File: src/rtl/m6502_bus_initiator.sv
// 6502-style bus initiator: queues read/write commands and runs one registered bus cycle each.
// Optional wait-for-IRQ command support is enabled by defining M6502_BUS_INIT_IRQ_WAIT_EN.
module m6502_bus_initiator #(
   parameter int unsigned ADDR_W     = 10,
   parameter int unsigned FIFO_DEPTH = 4,
   parameter int unsigned RD_LATENCY = 2
) (
   input  logic              phi2,
   input  logic              rst_n,
   input  logic              cmd_valid,
   output logic              cmd_ready,
   input  logic              cmd_we,
   input  logic              cmd_rs0,
   input  logic [ADDR_W-1:0] cmd_addr,
   input  logic [7:0]        cmd_wdata,
   output logic              rsp_valid,
   output logic [7:0]        rsp_rdata,
   output logic              busy,
   output logic [ADDR_W-1:0] A_o,
   output logic              RS0_o,
   output logic              R_W_o,
   output logic              CS1_o,
   output logic [7:0]        DB_o,
   output logic              DB_oe,
`ifdef M6502_BUS_INIT_IRQ_WAIT_EN
   input  logic              cmd_wait_irq,
   input  logic              IRQ_n_i,
`endif
   input  logic [7:0]        DB_i
);

   localparam int unsigned PTR_W = $clog2(FIFO_DEPTH);
`ifdef M6502_BUS_INIT_IRQ_WAIT_EN
   localparam int unsigned ENT_W = ADDR_W + 11;
`else
   localparam int unsigned ENT_W = ADDR_W + 10;
`endif
   // The issue cycle counts as the first latency cycle and CAPT as the last.
   localparam logic [2:0] WAIT_LOAD = (RD_LATENCY > 2) ? 3'(RD_LATENCY - 2) : 3'd1;

   localparam logic [2:0] StIdle  = 3'd0;
   localparam logic [2:0] StIssue = 3'd1;
   localparam logic [2:0] StWait  = 3'd2;
   localparam logic [2:0] StCapt  = 3'd3;
`ifdef M6502_BUS_INIT_IRQ_WAIT_EN
   localparam logic [2:0] StWirq  = 3'd4;
`endif

   logic [ENT_W-1:0]  mem [FIFO_DEPTH];
   logic [PTR_W-1:0]  wr_ptr_q, rd_ptr_q;
   logic [PTR_W:0]    count_q;
   logic              full, empty, push, pop, launch;
   logic [ENT_W-1:0]  head;

   logic [2:0]        state_q, state_d;
   logic [2:0]        cnt_q, cnt_d;
   logic [ADDR_W-1:0] a_q, a_d;
   logic              rs0_q, rs0_d, rw_q, rw_d, cs1_q, cs1_d, oe_q, oe_d;
   logic [7:0]        dbo_q, dbo_d;
   logic              rsp_valid_q, rsp_valid_d;
   logic [7:0]        rsp_rdata_q, rsp_rdata_d;
`ifdef M6502_BUS_INIT_IRQ_WAIT_EN
   logic [1:0]        irq_sync_q;
`endif

   assign full      = (count_q == (PTR_W+1)'(FIFO_DEPTH));
   assign empty     = (count_q == '0);
   assign cmd_ready = !full;
   assign push      = cmd_valid && cmd_ready;
   assign head      = mem[rd_ptr_q];

   always_ff @(posedge phi2) begin
      if (push) begin
`ifdef M6502_BUS_INIT_IRQ_WAIT_EN
         mem[wr_ptr_q] <= {cmd_wait_irq, cmd_we, cmd_rs0, cmd_addr, cmd_wdata};
`else
         mem[wr_ptr_q] <= {cmd_we, cmd_rs0, cmd_addr, cmd_wdata};
`endif
      end
   end

   always_comb begin
      state_d     = state_q;
      cnt_d       = cnt_q;
      launch      = 1'b0;
      pop         = 1'b0;
      a_d         = '0;
      rs0_d       = 1'b0;
      rw_d        = 1'b1;
      cs1_d       = 1'b0;
      dbo_d       = '0;
      oe_d        = 1'b0;
      rsp_valid_d = 1'b0;
      rsp_rdata_d = rsp_rdata_q;
      case (state_q)
         StIdle: launch = 1'b1;
         StIssue: begin
            if (!rw_q) begin
               launch = 1'b1;
            end else if (RD_LATENCY == 1) begin
               rsp_valid_d = 1'b1;
               rsp_rdata_d = DB_i;
               launch      = 1'b1;
            end else if (RD_LATENCY == 2) begin
               state_d = StCapt;
            end else begin
               state_d = StWait;
               cnt_d   = WAIT_LOAD;
            end
         end
         StWait: begin
            if (cnt_q <= 3'd1) state_d = StCapt;
            else               cnt_d   = cnt_q - 3'd1;
         end
         StCapt: begin
            rsp_valid_d = 1'b1;
            rsp_rdata_d = DB_i;
            launch      = 1'b1;
         end
`ifdef M6502_BUS_INIT_IRQ_WAIT_EN
         StWirq: begin
            if (!irq_sync_q[1]) begin
               rsp_valid_d = 1'b1;
               rsp_rdata_d = 8'h80;
               launch      = 1'b1;
            end
         end
`endif
         default: state_d = StIdle;
      endcase
      // Start the next queued command without a dead cycle, or fall back to idle.
      if (launch) begin
         if (!empty) begin
            pop = 1'b1;
`ifdef M6502_BUS_INIT_IRQ_WAIT_EN
            if (head[ADDR_W+10]) state_d = StWirq;
            else
`endif
            begin
               state_d = StIssue;
               a_d     = head[ADDR_W+7:8];
               rs0_d   = head[ADDR_W+8];
               rw_d    = !head[ADDR_W+9];
               cs1_d   = 1'b1;
               oe_d    = head[ADDR_W+9];
               dbo_d   = head[ADDR_W+9] ? head[7:0] : 8'h00;
            end
         end else begin
            state_d = StIdle;
         end
      end
   end

   always_ff @(posedge phi2 or negedge rst_n) begin
      if (!rst_n) begin
         wr_ptr_q    <= '0;
         rd_ptr_q    <= '0;
         count_q     <= '0;
         state_q     <= StIdle;
         cnt_q       <= '0;
         a_q         <= '0;
         rs0_q       <= 1'b0;
         rw_q        <= 1'b1;
         cs1_q       <= 1'b0;
         dbo_q       <= '0;
         oe_q        <= 1'b0;
         rsp_valid_q <= 1'b0;
         rsp_rdata_q <= '0;
      end else begin
         if (push) wr_ptr_q <= wr_ptr_q + PTR_W'(1);
         if (pop)  rd_ptr_q <= rd_ptr_q + PTR_W'(1);
         case ({push, pop})
            2'b10:   count_q <= count_q + (PTR_W+1)'(1);
            2'b01:   count_q <= count_q - (PTR_W+1)'(1);
            default: count_q <= count_q;
         endcase
         state_q     <= state_d;
         cnt_q       <= cnt_d;
         a_q         <= a_d;
         rs0_q       <= rs0_d;
         rw_q        <= rw_d;
         cs1_q       <= cs1_d;
         dbo_q       <= dbo_d;
         oe_q        <= oe_d;
         rsp_valid_q <= rsp_valid_d;
         rsp_rdata_q <= rsp_rdata_d;
      end
   end

`ifdef M6502_BUS_INIT_IRQ_WAIT_EN
   always_ff @(posedge phi2 or negedge rst_n) begin
      if (!rst_n) irq_sync_q <= 2'b11;
      else        irq_sync_q <= {irq_sync_q[0], IRQ_n_i};
   end
`endif

   assign A_o       = a_q;
   assign RS0_o     = rs0_q;
   assign R_W_o     = rw_q;
   assign CS1_o     = cs1_q;
   assign DB_o      = dbo_q;
   assign DB_oe     = oe_q;
   assign rsp_valid = rsp_valid_q;
   assign rsp_rdata = rsp_rdata_q;
   assign busy      = !empty || (state_q != StIdle);

endmodule

File: config.mk
export PLATFORM = sky130hd
export DESIGN_NAME = m6502_bus_initiator
export DESIGN_NICKNAME = d
export VERILOG_FILES = /design/src/rtl/m6502_bus_initiator.sv
export SDC_FILE = /design/constraint.sdc
export NUM_CORES = 1
export LEC_CHECK = 0
export BUFFER_PORTS_ARGS = -buffer_cell sky130_fd_sc_hd__buf_2
export CORE_MARGIN = 3
export CORE_UTILIZATION = 29
export CTS_BUF_LIST = sky130_fd_sc_hd__clkbuf_4 sky130_fd_sc_hd__clkbuf_8
export CTS_CLUSTER_SIZE = 25
export DETAILED_ROUTE_END_ITERATION = 6
export GPL_TIMING_DRIVEN = 0
export REMOVE_ABC_BUFFERS = 1
export SETUP_SLACK_MARGIN = 0.4
export SLEW_MARGIN = 20
export SYNTH_ARGS = -nofsm -noshare
export SYNTH_HDL_FRONTEND = slang
export SYNTH_SLANG_ARGS = --single-unit
File: constraint.sdc
create_clock -name phi2 -period 3.1 [get_ports phi2]
set_clock_uncertainty 0.1 [all_clocks]
set_input_delay 0.62 -clock phi2 [delete_from_list [all_inputs] [get_ports phi2]]
set_output_delay 0.62 -clock phi2 [all_outputs]
set_load 0.005 [all_outputs]
==> results.py, run 1 <==
metrics = {
    "outcome": {
        "status": "finished, final reports clean",
    },
    "floorplanning": {
        "core_area_sq_mm": 0.01548,
        "die_h_um": 133.1,
        "start_util_pct": 30.25,
        "die_x_um": 133.1,
        "io_pins": 64,
        "num_rows": 45,
        "die_area_sq_mm": 0.01771,
    },
    "placed_design": {
        "place_congestion": 0.6220,
        "placed_cell_area_sq_mm": 0.005234,
        "place_ws_ns": 0.2667,
        "io_buffers": 63,
        "dp_hpwl_um": 5068,
    },
    "sta": {
        "maxSlewViolCount": 0,
        "tightestPinTransition_ns": 0.6062,
        "max_slew_margin_pct": 59.59,
        "hold_violations": 0,
        "fmax_mhz": 403.4,
        "setup-violations-final": 0,
        "period_needed_ns": 2.479,
        "tns_ns": 0,
        "min_period_over_period_pct": 79.97,
        "rsz0062_at_grt": "no",
        "setup_slack_ns": 0.6209,
    },
    "setup_path": {
        "arrival_ns": 2.70,
        "cpLargestDelayFamily": "adder cells",
        "worstRegToRegCells": 7,
        "endpoint_kind": "flop",
        "crit_chain": "inv_1 > ha_1 > a211o_4 > inv_1 > ha_1 > fa_1 > mux2_2",
        "slowest_delay_ns": 0.43,
        "start_kind": "flop",
        "cp.buffers_inverters": 2,
        "path_class": "reg -> reg",
        "cp_max_fo": 6,
        "path_depth": 7,
        "cpMaxStageDelayCell": "ha_1",
        "worstPathRequired_ns": 3.32,
    },
    "global_routing": {
        "grt_max_degree": 44,
        "antenna_found_initial": 1,
        "overflow": 0,
        "grt_usage_pct": 10.42,
        "grt_pass1_vias": 2478,
        "grt_pass1_wl_um": 13610,
    },
    "drt": {
        "ant_nets": 0,
        "route.detailed.drc": 0,
        "routedWlPerCell_um": 16.30,
        "drt-vias-per-instance": 4.277,
        "drtPass1Iterations": 4,
        "wirelength_um": 8768,
        "vias": 2301,
        "drt_iter0_markers": 80,
    },
    "cts": {
        "htreeDepth": 4,
        "clock_path_buffers": 2,
        "clk_latency_ns": 0.44,
        "tritoncts": "built",
        "holdBufCountCts": 0,
        "root_buffer": "clkbuf_8",
        "cts.sinks": 123,
        "clkTransAtPathRegs_ns": 0.07,
        "numCtsBuffers": 17,
    },
    "synthesis": {
        "yosysSeqAreaShare_pct": 74.28,
        "synth_edf_count": 80,
        "yosysWarnings": 0,
        "ys.flop_type": "edfxtp_1",
        "syn_area_sq_mm": 0.004684,
        "synth_seq_cells": 123,
        "netlist_instances": 234,
        "synthArstFlopShare_pct": 34.96,
        "syn_avg_cell_area_sq_um": 20.02,
        "ys_types": 34,
    },
    "final_layout": {
        "utilization_pct": 37.16,
        "final_cell_area_sq_mm": 0.005754,
        "drive_above_1_share_pct": 44.04,
        "mostFrequentLayoutCells": "edfxtp_1, buf_2, dfrtp_1",
        "final_common_cell": "edfxtp_1",
        "syn2layout_area_growth_pct": 22.84,
        "antennaDiodeCount": 0,
        "nets": 357,
        "fill_cells": 1437,
    },
    "pwr": {
        "p_per_area_mw_per_mm2": 1016,
        "p_leak_nw": 2.250,
        "ir_worst_vdd_v": 0.0003066,
        "fin_total_pwr_mw": 5.845,
    },
    "min_path": {
        "hold_class": "in -> async",
    },
    "job": {
        "drv_cap": 0,
    },
}
==> flip-flops by register name, indices dropped and copies added (netlist names), 2 cells and up <==
signal	count
mem	80
A_o	10
cnt_q	3
state_q	2
count_q	3
wr_ptr_q	2
rd_ptr_q	2
rsp_rdata	8
DB_o	8
==> area by class of cell <==
cell class,count,area (sq um),share of cell area (%)
clock buffers,19,255.2,4.436
clock inverters,13,216.5,3.762
inverters,10,37.54,0.6523
multi-input cells,95,1131,19.66
flip-flops and latches,123,3482,60.51
well taps,211,264.0,4.588
repair buffers,67,367.9,6.393
==> synth_stat cells (2+ instances only) <==
cell type | instances | share of area [%]
edfxtp_1 | 80 | 51
dfrtp_1 | 42 | 22
mux4_2 | 19 | 9.1
ha_1 | 11 | 2.9
nor2b_1 | 11 | 1.5
inv_1 | 10 | 0.80
mux2_2 | 10 | 2.4
nor3b_1 | 8 | 1.3
xnor2_1 | 5 | 0.93
and3_2 | 4 | 0.64
buf_6 | 4 | 0.96
mux2i_1 | 3 | 0.64
buf_2 | 2 | 0.21
nand2_1 | 2 | 0.16
nor2_1 | 2 | 0.16
nor3_1 | 2 | 0.21
xor2_1 | 2 | 0.37
==> metal layers <==
| metal | GRT usage, % | vias to the layer above | share of wire [%] |
|---|---|---|---|
| li1 | - | 1056 | - |
| met1 | 12.32 | 1169 | 41 |
| met5 | 0 | - | 0.091 |
| met3 | 4.381 | 11 | 6.0 |
| met4 | 5.143 | 2 | 0.94 |
| met2 | 16.42 | 63 | 51 |
==> worst register-to-register path: stages, from the launching register on <==
cell and delay [ns]:
dfrtp_1 0.38, inv_1 0.09, ha_1 0.43, a211o_4 0.40
inv_1 0.08, ha_1 0.20, fa_1 0.42, mux2_2 0.27
==> metrics by stage <==
step / hold WS, ns / std cells
finish: 0.08570 / 538
floorplan: 0.2244 / 227
global route: 0.1098 / 538
detailed placement: 0.3904 / 502
global placement: 0.3712 / 501
CTS: 0.2534 / 534
==> logic make-up after synthesis <==
family,count (synthesis),share of synthesized area (%)
buffers and inverters,17,2.057
flip-flops,123,74.28
XOR/XNOR,7,1.309
adder cells (fa/ha/maj),12,3.365
multiplexers,33,12.50
AND/OR/NAND/NOR,34,4.915
AO/OA/AOI/OAI,8,1.576
==> repair_timing <==
action / in CTS / in global routing
pin swaps: 0 / 1
gates cloned: 0 / 1
setup buffers: 0 / 3
setup endpoints to repair: 2 / 2
gates resized for setup: 2 / 0
==> final timing paths <==
kind | from | to | slack, ns
worst max-delay path | state_q[0] | count_q[1] | 0.62
worst min-delay path | rst_n | rsp_rdata[7] | 0.09
worst max register to register | state_q[0] | count_q[1] | 0.62
worst min register to register | rsp_rdata[7] | rsp_rdata[7] | 0.40
max in group asynchronous | rst_n | rd_ptr_q[1] | 2.40
min in group phi2 | cmd_wdata[5] | mem[2][5] | 0.29
==> power by group <==
part	total, mW	switching, mW	internal (mW)
Combinational	1.74	0.826	0.912
Sequential	2.47	0.247	2.22
Clock	1.64	0.644	0.995
Total	5.85	1.72	4.13
Note: power is estimated with default switching activity, not from simulation.
==> run 2: changes to the inputs <==
- ABC_AREA: default -> 1
- clock period: 3.1 -> 2.35 ns (I/O delays scaled with it)
==> results.py, run 2 <==
metrics = {
    "placed_design": {
        "io_buffers": 63,
        "place_congestion": 0.6959,
        "dp_hpwl_um": 5685,
        "placed_cells_incl_taps": 653,
    },
    "floorplanning": {
        "start_util_pct": 29.85,
        "die_h_um": 134.6,
        "io_pins": 64,
        "core_area_sq_mm": 0.01606,
        "die_x_um": 134.6,
        "num_rows": 46,
        "die_area_sq_mm": 0.01811,
    },
    "global_routing": {
        "grt_max_degree": 44,
        "grt_busiest_layer": "met2",
        "grt_pass1_vias": 3020,
        "overflow": 0,
        "grt_util_met2_pct": 18.66,
        "antenna_found_initial": 0,
        "grt_use_met1_pct": 12.87,
        "grt_usage_pct": 11.00,
        "grt_pass1_wl_um": 15040,
        "use_met3_pct": 3.614,
    },
    "drt": {
        "wirelength_um": 9834,
        "routedWlPerCell_um": 14.03,
        "ant_nets": 0,
        "route.detailed.drc": 0,
        "drt-vias-per-instance": 4.308,
        "drt_iter0_markers": 144,
        "vias": 3020,
        "drtPass1Iterations": 4,
    },
    "sta": {
        "tightestPinTransition_ns": 0.7035,
        "rsz0062_at_grt": "yes",
        "min_period_over_period_pct": 86.43,
        "period_needed_ns": 2.031,
        "setup-violations-final": 0,
        "maxSlewViolCount": 0,
        "max_slew_margin_pct": 52.99,
        "fmax_mhz": 492.3,
        "hold_violations": 0,
    },
    "cts": {
        "htreeDepth": 4,
        "cts.sinks": 123,
        "root_buffer": "clkbuf_8",
        "clkTransAtPathRegs_ns": 0.07,
        "tritoncts": "built",
        "clk_latency_ns": 0.42,
        "clock_path_buffers": 2,
        "numCtsBuffers": 17,
    },
    "final_layout": {
        "syn2layout_area_growth_pct": 25.53,
        "seq_area_sq_mm": 0.003485,
        "largest_reg_flops": 80,
        "final_cell_count_no_fill": 701,
        "nets": 514,
        "drive_above_1_share_pct": 29.55,
        "largest-register": "mem",
        "final_common_cell": "edfxtp_1",
        "utilization_pct": 37.47,
        "mostFrequentLayoutCells": "edfxtp_1, nor2_1, buf_2",
        "multi_input_area_sq_mm": 0.001252,
        "fill_cells": 1543,
    },
    "synthesis": {
        "synth_common_cells": "nor2_1, edfxtp_1, o21ai_0",
        "yosys.area.top_type": "edfxtp_1",
        "ys_types": 22,
        "synthTopCellsByArea": "edfxtp_1, dfrtp_1, nor2_1, o21ai_0, nand2_1",
        "ys.flop_type": "edfxtp_1",
        "syn_area_sq_mm": 0.004793,
        "yosys.area.top_type_share_pct": 50.12,
        "yosysWarnings": 0,
        "synth_edf_count": 80,
        "yosysSeqAreaShare_pct": 72.59,
        "synth.most_common_cell": "nor2_1",
        "netlist_instances": 387,
        "synth_seq_cells": 123,
        "syn_avg_cell_area_sq_um": 12.39,
        "synthArstFlopShare_pct": 34.96,
    },
    "setup_path": {
        "setup.worst_path.start": "count_q[0]",
        "path_class": "reg -> reg",
        "endpoint_kind": "flop",
        "worstRegToRegCells": 6,
        "start_kind": "flop",
        "worstReg2RegStart": "count_q[0]",
        "arrival_ns": 2.24,
        "worst_r2r_endpoint": "count_q[1]",
        "worstPathRequired_ns": 2.56,
        "cp_max_fo": 11,
        "ff2ff_setup_slack_ns": 0.32,
    },
    "min_path": {
        "hold_class": "in -> reg",
        "holdPathEnd": "mem[0][14]",
        "hp-start": "cmd_addr[6]",
        "worst_hold_path.num_cells": 1,
    },
    "pwr": {
        "p_per_area_mw_per_mm2": 1327,
        "ir_worst_vdd_v": 0.0004075,
        "p_leak_nw": 2.479,
    },
    "outcome": {
        "status": "finished, final reports clean",
    },
    "job": {
        "drv_cap": 0,
    },
}
==> run 2: worst max-delay path by stage <==
stage,endpoint,slack [ns],depth (start not counted)
floorplan,count_q[2],-0.09,10
global placement,DB_o[1],-0.84,7
detailed placement,count_q[1],-0.75,8
CTS,count_q[1],0.32,6
global route,count_q[1],0.22,6
finish,count_q[1],0.32,6
==> run 2: area by class of cell <==
class | instances | area share, %
inverter | 35 | 2.287
tap | 216 | 4.492
timing repair buffer | 75 | 7.361
antenna | 1 | 0.04159
multi-input combinational | 218 | 20.82
clock buffer | 18 | 4.117
clock inverter | 14 | 2.849
timing repair inverter | 1 | 0.1248
sequential | 123 | 57.91
==> run 2: critical path, stage by stage (launching register included) <==
cell     delay (ns)
dfrtp_1        0.44
nor2_2         0.13
nand2_1        0.11
nand2_4        0.25
ha_4           0.19
fa_2           0.42
mux2_2         0.27
==> run 2: timing repair <==
| item | CTS | global route |
|---|---|---|
| hold buffers | 0 | 1 |
| pin swaps | 6 | 6 |
| setup buffers | 7 | 3 |
| gates cloned | 1 | 3 |
| endpoints found under the hold margin | 0 | 42 |
| setup endpoints to repair | 52 | 77 |
| gates resized for setup | 21 | 7 |
==> run 2: routing by layer <==
metal | up-vias | routed length (um)
met4 | 0 | 203
met5 | - | 0
li1 | 1464 | -
met3 | 18 | 597
met2 | 85 | 4827
met1 | 1453 | 4206
==> run 2: cell families (layout without fill, tap and decap cells) <==
kind of cell    Yosys count  count (layout)  synth area share, %
xor+xnor                  7               7                1.279
fa+ha+maj                12              12                3.289
buf+inv                  49             143                4.281
other cells               0               1                    0
mux                       9               9                2.114
simple gates            130             133                10.49
flops                   123             123                72.59
compound gates           57              57                5.951
==> run 2: through the flow <==
| step | power (mW) | setup slack [ns] | hold WS (ns) | cell area [sq um] | setup TNS, ns |
|---|---|---|---|---|---|
| after detailed placement | 5.663 | -0.7474 | 0.3939 | 5364 | -2.963 |
| after global routing | 8.558 | 0.2159 | 0.1227 | 6015 | 0 |
| after global placement | 5.475 | -0.8420 | 0.3836 | 5305 | -58.72 |
| after CTS | 7.975 | 0.3156 | 0.1260 | 5934 | 0 |
| after floorplan | 4.684 | -0.08966 | 0.07441 | 4720 | -0.1654 |
| final | 7.987 | 0.3189 | 0.1514 | 6017 | 0 |
==> run 2: power by group <==
| part | internal (mW) | switching, mW |
|---|---|---|
| combinational | 1.16 | 1.62 |
| sequential | 2.94 | 0.341 |
| clock | 1.08 | 0.838 |
| total | 5.18 | 2.80 |
==> run 3: changes to the inputs <==
--- a/constraint.sdc
+++ b/constraint.sdc
@@ -4,2 +4,2 @@
 set_output_delay 0.47 -clock phi2 [all_outputs]
-set_load 0.005 [all_outputs]
+set_load 0.01 [all_outputs]
==> results.py, run 3 (synthesis results as in run 2) <==
metrics = {
    "floorplanning": {
        "die_h_um": 134.6,
        "core_area_sq_mm": 0.01606,
        "start_util_pct": 29.85,
        "io_pins": 64,
        "num_rows": 46,
        "die_x_um": 134.6,
        "die_area_sq_mm": 0.01811,
    },
    "cts": {
        "clkTransAtPathRegs_ns": 0.07,
        "clk_latency_ns": 0.43,
        "numCtsBuffers": 17,
        "clock_path_buffers": 2,
        "root_buffer": "clkbuf_8",
        "htreeDepth": 4,
        "tritoncts": "built",
        "cts.sinks": 123,
    },
    "setup_path": {
        "worstReg2RegStart": "count_q[0]",
        "path_class": "reg -> reg",
        "crit_chain": "nor2_2 > nand2_1 > nand2_4 > ha_4 > fa_2 > mux2_2",
        "slowest_delay_ns": 0.44,
        "arrival_ns": 2.24,
        "start_kind": "flop",
        "cp_max_fo": 11,
        "worstRegToRegCells": 6,
        "cpMaxStageDelayCell": "dfrtp_1",
        "worst_r2r_endpoint": "count_q[1]",
        "worstPathRequired_ns": 2.56,
        "ff2ff_setup_slack_ns": 0.32,
        "endpoint_kind": "flop",
    },
    "final_layout": {
        "seq_area_sq_mm": 0.003485,
        "mostFrequentLayoutCells": "edfxtp_1, nor2_1, buf_2",
        "nets": 514,
        "final_common_cell": "edfxtp_1",
        "drive_above_1_share_pct": 29.55,
        "fill_cells": 1543,
        "syn2layout_area_growth_pct": 25.53,
        "largest_reg_flops": 80,
        "multi_input_area_sq_mm": 0.001252,
        "largest-register": "mem",
    },
    "sta": {
        "period_needed_ns": 2.034,
        "hold_violations": 0,
        "min_period_over_period_pct": 86.55,
        "fmax_mhz": 491.6,
        "tightestPinTransition_ns": 0.7008,
        "setup_slack_ns": 0.3160,
        "max_slew_margin_pct": 53.17,
        "maxSlewViolCount": 0,
        "setup-violations-final": 0,
        "hold_ws_ns": 0.1516,
        "rsz0062_at_grt": "yes",
    },
    "global_routing": {
        "grt_usage_pct": 11.00,
        "grt_pass1_vias": 3020,
        "overflow": 0,
        "grt_max_degree": 44,
        "antenna_found_initial": 0,
        "grt_pass1_wl_um": 15040,
    },
    "pwr": {
        "ir_worst_vdd_v": 0.0004173,
        "p_leak_nw": 2.479,
        "p_per_area_mw_per_mm2": 1342,
    },
    "job": {
        "drv_cap": 0,
    },
    "placed_design": {
        "place_congestion": 0.6959,
        "io_buffers": 63,
        "place_ws_ns": -0.7474,
        "dp_hpwl_um": 5685,
    },
    "drt": {
        "route.detailed.drc": 0,
        "wirelength_um": 9812,
        "ant_nets": 0,
        "dr_wl_met2_um": 4786,
        "drt_iter0_markers": 137,
        "wl_met3_um": 650,
        "routedWlPerCell_um": 14.00,
        "drt-vias-per-instance": 4.305,
        "vias": 3018,
        "top_layer": "met4",
        "m1WireLength_um": 4170,
        "drtPass1Iterations": 4,
    },
    "min_path": {
        "holdPathEnd": "mem[0][14]",
        "hold_class": "in -> reg",
        "worst_hold_path.num_cells": 1,
        "hp-start": "cmd_addr[6]",
    },
    "outcome": {
        "status": "finished, final reports clean",
    },
}
-- run 3: cell counts in the layout (fill, tap and decap cells not counted) --
Identical to the previous run, type by type.
-- run 3: layout make-up --
cell class	count	area share, %
Clock inverter	14	2.849
Multi-Input combinational cell	218	20.82
Clock buffer	18	4.117
Antenna cell	1	0.04159
Inverter	35	2.287
Timing Repair Buffer	75	7.361
Sequential cell	123	57.91
Timing Repair inverter	1	0.1248
Tap cell	216	4.492
-- run 3: how the worst max path moves through the flow --
| stage | start | endpoint | slack [ns] | cells after the start |
|---|---|---|---|---|
| 3_5_place_dp | state_q[0] | count_q[1] | -0.75 | 8 |
| 4_1_cts | count_q[0] | count_q[1] | 0.32 | 6 |
| 2_1_floorplan | state_q[0] | count_q[2] | -0.09 | 10 |
| 6_report | count_q[0] | count_q[1] | 0.32 | 6 |
| 5_1_grt | count_q[1] | count_q[1] | 0.21 | 6 |
| 3_3_place_gp | rd_ptr_q[0] | DB_o[1] | -0.84 | 7 |
-- run 3: metrics by stage --
| stage | setup TNS (ns) | total power [mW] | area (sq um) | instances | util [%] |
|---|---|---|---|---|---|
| detailed placement | -2.963 | 5.755 | 5364 | 653 | 33.40 |
| CTS | 0 | 8.067 | 5934 | 693 | 36.96 |
| floorplan | -0.1654 | 4.774 | 4720 | 373 | - |
| global placement | -58.72 | 5.567 | 5305 | 652 | 33.04 |
| global route | 0 | 8.649 | 6015 | 700 | 37.46 |
| finish | 0 | 8.076 | 6017 | 701 | 37.47 |
-- run 3: critical path, delay by kind of cell (launching register included) --
kind                     cells  cell delay [ns]
adder cells (fa/ha/maj)      2             0.61
flip-flops                   1             0.44
multiplexers                 1             0.27
AND/OR/NAND/NOR              3             0.50
-- run 3: metal layers --
layer  track usage [%]  vias to the layer above
li1                  -                     1463
met1             12.87                     1453
met2             18.66                       84
met3             3.614                       18
met4             4.581                        0
met5                 0                        -
-- run 3: report_power, final --
group / internal [mW] / total (mW) / switching, mW
Sequential: 2.94 / 3.28 / 0.340
Clock: 1.08 / 1.92 / 0.840
Combinational: 1.17 / 2.87 / 1.71
-- run 3: what timing repair did --
item                                    CTS  global route
endpoints found under the setup margin   52            78
gates resized for setup                  21             7
hold buffers                              0             1
pin swaps                                 6             6
hold endpoints to repair                  0            42
gates cloned                              1             3
buffers inserted                          7             3
